### src/rtl/scr1_dmem_arb.sv
// Two-port DMEM arbiter: shares one downstream data-memory port between the LSU (port 0)
// and a second requester (port 1), with one outstanding transaction at a time.
`default_nettype none

package scr1_dmem_arb_pkg;
  localparam int SCR1_DMEM_AWIDTH = 32;
  localparam int SCR1_DMEM_DWIDTH = 32;

  typedef enum logic {
    SCR1_MEM_CMD_RD = 1'b0,
    SCR1_MEM_CMD_WR = 1'b1
  } type_scr1_mem_cmd_e;

  typedef enum logic [1:0] {
    SCR1_MEM_WIDTH_BYTE  = 2'b00,
    SCR1_MEM_WIDTH_HWORD = 2'b01,
    SCR1_MEM_WIDTH_WORD  = 2'b10,
    SCR1_MEM_WIDTH_ERROR = 2'b11
  } type_scr1_mem_width_e;

  typedef enum logic [1:0] {
    SCR1_MEM_RESP_NOTRDY = 2'b00,
    SCR1_MEM_RESP_RDY_OK = 2'b01,
    SCR1_MEM_RESP_RDY_ER = 2'b10
  } type_scr1_mem_resp_e;
endpackage

module scr1_dmem_arb
  import scr1_dmem_arb_pkg::*;
#(
  parameter bit ARB_RR = 1'b1,
  parameter int AW     = SCR1_DMEM_AWIDTH,
  parameter int DW     = SCR1_DMEM_DWIDTH
) (
  input  logic                 clk,
  input  logic                 rst_n,
  input  logic                 p0_req,
  input  type_scr1_mem_cmd_e   p0_cmd,
  input  type_scr1_mem_width_e p0_width,
  input  logic [AW-1:0]        p0_addr,
  input  logic [DW-1:0]        p0_wdata,
  output logic                 p0_req_ack,
  output logic [DW-1:0]        p0_rdata,
  output type_scr1_mem_resp_e  p0_resp,
  input  logic                 p1_req,
  input  type_scr1_mem_cmd_e   p1_cmd,
  input  type_scr1_mem_width_e p1_width,
  input  logic [AW-1:0]        p1_addr,
  input  logic [DW-1:0]        p1_wdata,
  output logic                 p1_req_ack,
  output logic [DW-1:0]        p1_rdata,
  output type_scr1_mem_resp_e  p1_resp,
  output logic                 dmem_req,
  output type_scr1_mem_cmd_e   dmem_cmd,
  output type_scr1_mem_width_e dmem_width,
  output logic [AW-1:0]        dmem_addr,
  output logic [DW-1:0]        dmem_wdata,
  input  logic                 dmem_req_ack,
  input  logic [DW-1:0]        dmem_rdata,
  input  type_scr1_mem_resp_e  dmem_resp,
  output logic                 arb_busy,
  output logic                 arb_owner,
  output logic                 arb_err
);

  typedef enum logic {
    ST_IDLE = 1'b0,
    ST_BUSY = 1'b1
  } state_e;

  state_e state_q, state_d;
  logic   owner_q, owner_d;
  logic   last_q,  last_d;
  logic   err_q,   err_d;
  logic   sel;
  logic   resp_done;

  // With no request, sel falls to 0 so the downstream fields come from port 0.
  always_comb begin
    if (p0_req && p1_req) begin
      sel = ARB_RR ? ~last_q : 1'b0;
    end else begin
      sel = p1_req;
    end
  end

  assign dmem_cmd   = sel ? p1_cmd   : p0_cmd;
  assign dmem_width = sel ? p1_width : p0_width;
  assign dmem_addr  = sel ? p1_addr  : p0_addr;
  assign dmem_wdata = sel ? p1_wdata : p0_wdata;

  assign resp_done = (dmem_resp == SCR1_MEM_RESP_RDY_OK) ||
                     (dmem_resp == SCR1_MEM_RESP_RDY_ER);

  always_comb begin
    state_d    = state_q;
    owner_d    = owner_q;
    last_d     = last_q;
    err_d      = err_q;
    dmem_req   = 1'b0;
    p0_req_ack = 1'b0;
    p1_req_ack = 1'b0;
    p0_resp    = SCR1_MEM_RESP_NOTRDY;
    p1_resp    = SCR1_MEM_RESP_NOTRDY;
    p0_rdata   = '0;
    p1_rdata   = '0;
    case (state_q)
      ST_IDLE: begin
        dmem_req   = p0_req | p1_req;
        p0_req_ack = dmem_req & dmem_req_ack & ~sel;
        p1_req_ack = dmem_req & dmem_req_ack &  sel;
        if (dmem_req && dmem_req_ack) begin
          state_d = ST_BUSY;
          owner_d = sel;
          last_d  = sel;
        end
        // A completion with nothing outstanding is dropped and flagged.
        if (resp_done) begin
          err_d = 1'b1;
        end
      end
      ST_BUSY: begin
        if (owner_q) begin
          p1_resp  = dmem_resp;
          p1_rdata = dmem_rdata;
        end else begin
          p0_resp  = dmem_resp;
          p0_rdata = dmem_rdata;
        end
        if (resp_done) begin
          state_d = ST_IDLE;
        end
      end
      default: state_d = ST_IDLE;
    endcase
  end

  always_ff @(posedge clk or negedge rst_n) begin
    if (!rst_n) begin
      state_q <= ST_IDLE;
      owner_q <= 1'b0;
      last_q  <= 1'b1;
      err_q   <= 1'b0;
    end else begin
      state_q <= state_d;
      owner_q <= owner_d;
      last_q  <= last_d;
      err_q   <= err_d;
    end
  end

  assign arb_busy  = (state_q == ST_BUSY);
  assign arb_owner = owner_q;
  assign arb_err   = err_q;

endmodule

`default_nettype wire

### config.mk
export PLATFORM = sky130hd
export DESIGN_NAME = scr1_dmem_arb
export DESIGN_NICKNAME = d
export VERILOG_FILES = /design/src/rtl/scr1_dmem_arb.sv
export SDC_FILE = /design/constraint.sdc
export NUM_CORES = 1
export LEC_CHECK = 0
export ABC_AREA = 1
export CAP_MARGIN = 25
export CORE_AREA = 2 2 122 124
export DETAILED_ROUTE_END_ITERATION = 10
export DIE_AREA = 0 0 124 126
export PLACE_DENSITY = 0.54
export SYNTH_ARGS = -nofsm -noshare
export SYNTH_HDL_FRONTEND = slang
export SYNTH_SLANG_ARGS = --single-unit
### constraint.sdc
create_clock -name clk -period 1.68 [get_ports clk]
set_input_delay 0.336 -clock clk [delete_from_list [all_inputs] [get_ports clk]]
set_output_delay 0.336 -clock clk [all_outputs]
set_load 0.1 [all_outputs]
## Word-level counts from Yosys, hierarchy flattened

Index checks and enable logic that the tools add are counted.

| word-level totals | value |
|---|---|
| register bits after elaboration | 4 |
| input port bits | 173 |
| output and inout port bits | 141 |
| word-level logic and storage cells | 37 |

| cells by class | value |
|---|---|
| equality and inequality tests | 2 |
| multiplexer cells | 19 |
| bitwise operators | 7 |
| reduce and logical (&&, ||, !) cells | 5 |

Operators with widths:

| cell | number |
|---|---|
| 32-bit 2-to-1 mux | 6 |
| 2-bit 2-to-1 mux | 5 |
| 1-bit 2-to-1 mux | 7 |
| 2-bit AND reduction | 2 |
| 1-bit AND | 3 |
| 1-bit NOT | 3 |
| 2-bit by 1-bit == test with 1-bit output (second input constant) | 1 |
| 2-bit == test (second input constant) | 1 |
| 1-bit logical AND | 2 |
| 1-bit case mux with 2 select lines | 1 |
| 1-bit logical OR | 1 |
| 1-bit bitwise OR | 1 |

## Depth between registers and ports, before layout

| logic depth | value |
|---|---|
| word-level depth | 5 |
| depth in mapped cells | 7 |

## Worst setup path before layout

No wires, ideal clock.

| timing path | value |
|---|---|
| kind | register to output |
| start | register state_q, in the netlist arb_busy |
| end | output port p1_rdata[0] |
| arrival time | 2.794 ns |
| required time | 1.344 ns |
| setup slack | -1.450 ns |
| cell stages (with the launch flop) | 4 |
| path through | dfrtp_1 nand2_1 clkbuf_1 nor2_1 |

| between the ends | value |
|---|---|
| word-level cells in the longest chain between the ends | 1 |

Ends and longest elaborated chain:

| element | line | RTL |
|---|---|---|
| from (decl) | 71 | `state_e state_q, state_d;` |
| from (signal assigned) | 145 | `state_q <= state_d;` |
| 32-bit 2-to-1 mux | 107 | `case (state_q)` |
| to (decl) | 51 | `output logic [DW-1:0] p1_rdata,` |

No other way between the ends.

## Worst setup path in the final report

| timing path | value |
|---|---|
| start | register last_q |
| end | output port dmem_wdata[25] |

| between the ends | value |
|---|---|
| word-level cells in the longest chain between the ends | 3 |

Ends and longest elaborated chain:

| element | line | RTL |
|---|---|---|
| from (decl) | 73 | `logic last_q, last_d;` |
| from (signal assigned) | 147 | `last_q <= last_d;` |
| 1-bit NOT | 81 | `sel = ARB_RR ? ~last_q : 1'b0;` |
| 1-bit 2-to-1 mux | 80 | `if (p0_req && p1_req) begin` |
| 32-bit 2-to-1 mux | 90 | `assign dmem_wdata = sel ? p1_wdata : p0_wdata;` |
| to (decl) | 57 | `output logic [DW-1:0] dmem_wdata,` |

No other way between the ends.

==> out/qor.txt <==
FLOORPLAN
-------------------------------------------------------------------------------------------------
Core Region                                                                          0.01431 sq mm
Total die area                                                                       0.01562 sq mm
Die width                                                                             124 microns
Initial core utilization                                                                   12.05%
Vertical die dimension                                                                126 microns
Number of placement rows                                                                       44
IO Pins                                                                                       314

CRITICAL PATH
-------------------------------------------------------------------------------------------------
Category of the worst setup path capture point                                       primary output
Crit path required time                                                                   1340 ps
Flop2flop setup slack                                                                      250 ps
Arrival time of data at the critical path endpoint                                        1560 ps
Highest net fanout along the worst path                                                         4
Crit Reg-Reg Startpoint                                                              arb_busy$_DFF_PN0_
Type of element launching the critical path                                             flip-flop
Endpoint of the worst register-to-register path                                      arb_owner$_DFFE_PN0P_
Classification of the worst setup path                                               flip-flop to primary output
Cell depth of the worst flop-to-flop path                                                       8

CTS
-------------------------------------------------------------------------------------------------
CTS Hold Buffers Added                                                                          0
Clock Sink Count                                                                                4
Number of buffers between clock root and the deepest sink                                       2
Insertion delay to the later sink of the worst-skew pair                                   220 ps
Cell at the root of the clock tree                                                   sky130_fd_sc_hd__clkbuf_16
CTS buffer count                                                                                3
CTS tree                                                                                      yes
Maximum level of the CTS H-tree                                                                 1
Clock slew seen by the registers of the worst setup and hold paths                          30 ps

LOGIC SYNTHESIS
-------------------------------------------------------------------------------------------------
EDFF count, synth                                                                               0
Syn_nets                                                                                      532
Avg Synthesized Cell Area                                                             4.803 sq um
Post-synthesis register bit count                                                               4
Post-synth top flop                                                                  sky130_fd_sc_hd__dfrtp_1
Synth top area share                                                                       47.46%
Netlist Area Pre-Place                                                               0.001724 sq mm
Sequential share of the synthesized area                                                   5.878%
Top cells by area in the synthesized netlist                                         sky130_fd_sc_hd__nand2_1 (47%), sky130_fd_sc_hd__nor2_4 (20%), sky130_fd_sc_hd__nor2_1 (9.4%)
Cell count after synthesis                                                                    359
Number of distinct library cell variants in the gate-level netlist after synthesis             14
Ys async rst share                                                                         100.0%
Most used standard cell by instance count after synthesis                            sky130_fd_sc_hd__nand2_1
Dominant cell type by area after synthesis                                           sky130_fd_sc_hd__nand2_1
Synth cell count leaders                                                             sky130_fd_sc_hd__nand2_1 (218), sky130_fd_sc_hd__nor2_1 (43), sky130_fd_sc_hd__inv_1 (39), sky130_fd_sc_hd__nor2_4 (30), sky130_fd_sc_hd__buf_2 (10)
Ys Warns                                                                                        0

DRT
-------------------------------------------------------------------------------------------------
Number of nets with antenna violations after detailed routing                                   0
Vias                                                                                        3,512
Via-to-Cell Ratio                                                                           3.937
DRC marker count from the first detailed-route iteration                                       55
Detail-routed net length per standard cell                                           15.51 microns
Number of remaining DRC errors                                                                  0
Total wire length                                                                        13.84 mm
Detailed-router iteration count before antenna repair                                           4

STA
-------------------------------------------------------------------------------------------------
Number of slew-limit violations in the final report                                             0
Post-route clock period utilization                                                        113.0%
Setup clock skew after layout                                                            2.672 ps
Count of final hold-check violations                                                            0
Highest clock frequency the design can meet                                             526.7 MHz
Worst Hold Slack                                                                         317.4 ps
Minimum clock period                                                                      1899 ps
Setup ws final                                                                          -218.6 ps
Summed negative setup slack over all endpoints                                         -18,660 ps
Transition time of the tightest slew-check pin                                           266.7 ps
Setup repair after global routing missed its margin                                           yes
Worst max-slew margin expressed relative to the limit                                      82.22%
Total of endpoints with negative setup slack in the final report                              123

GLOBAL ROUTING
-------------------------------------------------------------------------------------------------
First-pass GRT wire length                                                               19.41 mm
Total global routing track utilization                                                     15.88%
GR Overflow Total                                                                               0
Largest net degree at the start of global routing                                              22
Antenna violations before repair                                                                1
Number of global-route vias before repair                                                   3,663

LAYOUT
-------------------------------------------------------------------------------------------------
NumNets Final                                                                                 881
P&R area growth vs syn                                                                     392.7%
Final core occ                                                                             59.35%
Post-Layout Inst Area                                                                0.008496 sq mm
Fill cell count                                                                             1,139
Share of post-route cells with drive strength above 1                                      64.64%

POWER AND IR DROP
-------------------------------------------------------------------------------------------------
Net Switching                                                                             4188 uW
Power Internal                                                                            3025 uW
Combinational share of power                                                                92.8%
Switching power as a share of total power                                                  58.06%
Static leakage                                                                        0.003744 uW
PD cells                                                                             849.1 mW/mm^2
Part of the power in registers                                                               1.9%
Portion of total power attributed to the clock network                                       5.3%
Worst supply voltage drop on vdd                                                         440.2 uV

PLACE
-------------------------------------------------------------------------------------------------
Placed wire-length estimate after detailed placement                                     11.06 mm
Routability cong.                                                                          0.8924
Total placed instance area                                                           0.007351 sq mm
Pre-CTS worst setup slack                                                               -368.3 ps
Total of buffers placed on input and output ports                                             313

STATUS
-------------------------------------------------------------------------------------------------
Run status                                                                           finished with violations
Violated checks                                                                      setup timing

WORST HOLD PATH
-------------------------------------------------------------------------------------------------
Hold/Removal Path Class                                                              input pin to async pin

FLOW RUN
-------------------------------------------------------------------------------------------------
Max-cap violation count                                                                         0

## worst max-delay path, cell delays in order, from the launching register on
cell and delay (ps):
sky130_fd_sc_hd__dfstp_2 540, sky130_fd_sc_hd__nand2_4 70, sky130_fd_sc_hd__nand2_8 110, sky130_fd_sc_hd__clkbuf_16 170, sky130_fd_sc_hd__clkbuf_16 150, sky130_fd_sc_hd__nand2_4 50, sky130_fd_sc_hd__nand2_4 70, sky130_fd_sc_hd__buf_12 170
## logic make-up (layout without fill, tap and decap cells)
group / Yosys count / after routing / share of synthesized area (%)
buf+inv: 62 / 410 / 17.05
flops: 4 / 4 / 5.878
other cells: 0 / 1 / 0
simple gates: 293 / 293 / 77.07
## worst max-delay path by stage
stage,start,end,slack (ps),cells after the start
6_report,last_q$_DFFE_PN1P_,dmem_wdata[25],-220,7
2_1_floorplan,arb_busy$_DFF_PN0_,p1_rdata[0],-360,3
5_1_grt,last_q$_DFFE_PN1P_,dmem_addr[10],-260,7
3_5_place_dp,p1_req,dmem_wdata[25],-370,7
3_3_place_gp,p1_req,dmem_wdata[15],-350,7
4_1_cts,last_q$_DFFE_PN1P_,dmem_addr[22],-250,8
## layout by cell type (no fill, tap or decap), drive strengths merged
cell type	n
nand3	1
dfstp	1
dlygate4sd2	2
dfrtp	3
inv	39
clkdlybuf4s50	170
or2	1
clkinv	1
clkbuf	10
buf	187
nor2	73
clkinvlp	1
nand2	218
diode	1
## state kept, by name, summed over array words and instances (netlist names)
| name | flops |
|---|---|
| arb_busy | 1 |
| arb_err | 1 |
| arb_owner | 1 |
| last_q | 1 |
## final cells by class
type | instances | area [sq um] | area share (%)
antenna | 1 | 2.502 | 0.02946
clock buffer | 4 | 78.83 | 0.9278
inverter | 41 | 170.2 | 2.003
multi-input combinational | 293 | 2490 | 29.31
sequential | 4 | 108.9 | 1.281
tap | 184 | 230.2 | 2.710
timing repair buffer | 365 | 5415 | 63.74
## per-stage QoR
stage | power [uW] | cells
3_5_place_dp | 6240 | 862
2_1_floorplan | 3785 | 359
5_1_grt | 7431 | 891
6_report | 7214 | 892
3_3_place_gp | 6212 | 862
4_1_cts | 6961 | 883
## timing repair
action                     in CTS  in global routing
setup endpoints to repair     134                130
gates cloned                    6                  7
gates resized for setup        60                140
pin swaps                      12                 56
setup buffers                  11                  4
## layer usage
layer  share of wire (%)  wire length (microns)  track usage (%)  up-vias
li1                    -                      -                -     1719
met1                  34                   4735            16.22     1589
met2                  55                   7642            31.42      198
met3                 9.9                   1365            4.710        6
met4                0.66                     92            2.776        0
met5                   0                      0                0        -
## power groups by stage
stage / sequential [uW] / clock [uW] / combinational, uW
after detailed placement: 137 / 0 / 6100
final: 136 / 381 / 6700
after global placement: 137 / 0 / 6080
after global routing: 140 / 389 / 6900
after floorplan: 207 / 0 / 3580
after CTS: 134 / 386 / 6440
Power figures use the tool's default switching activity.
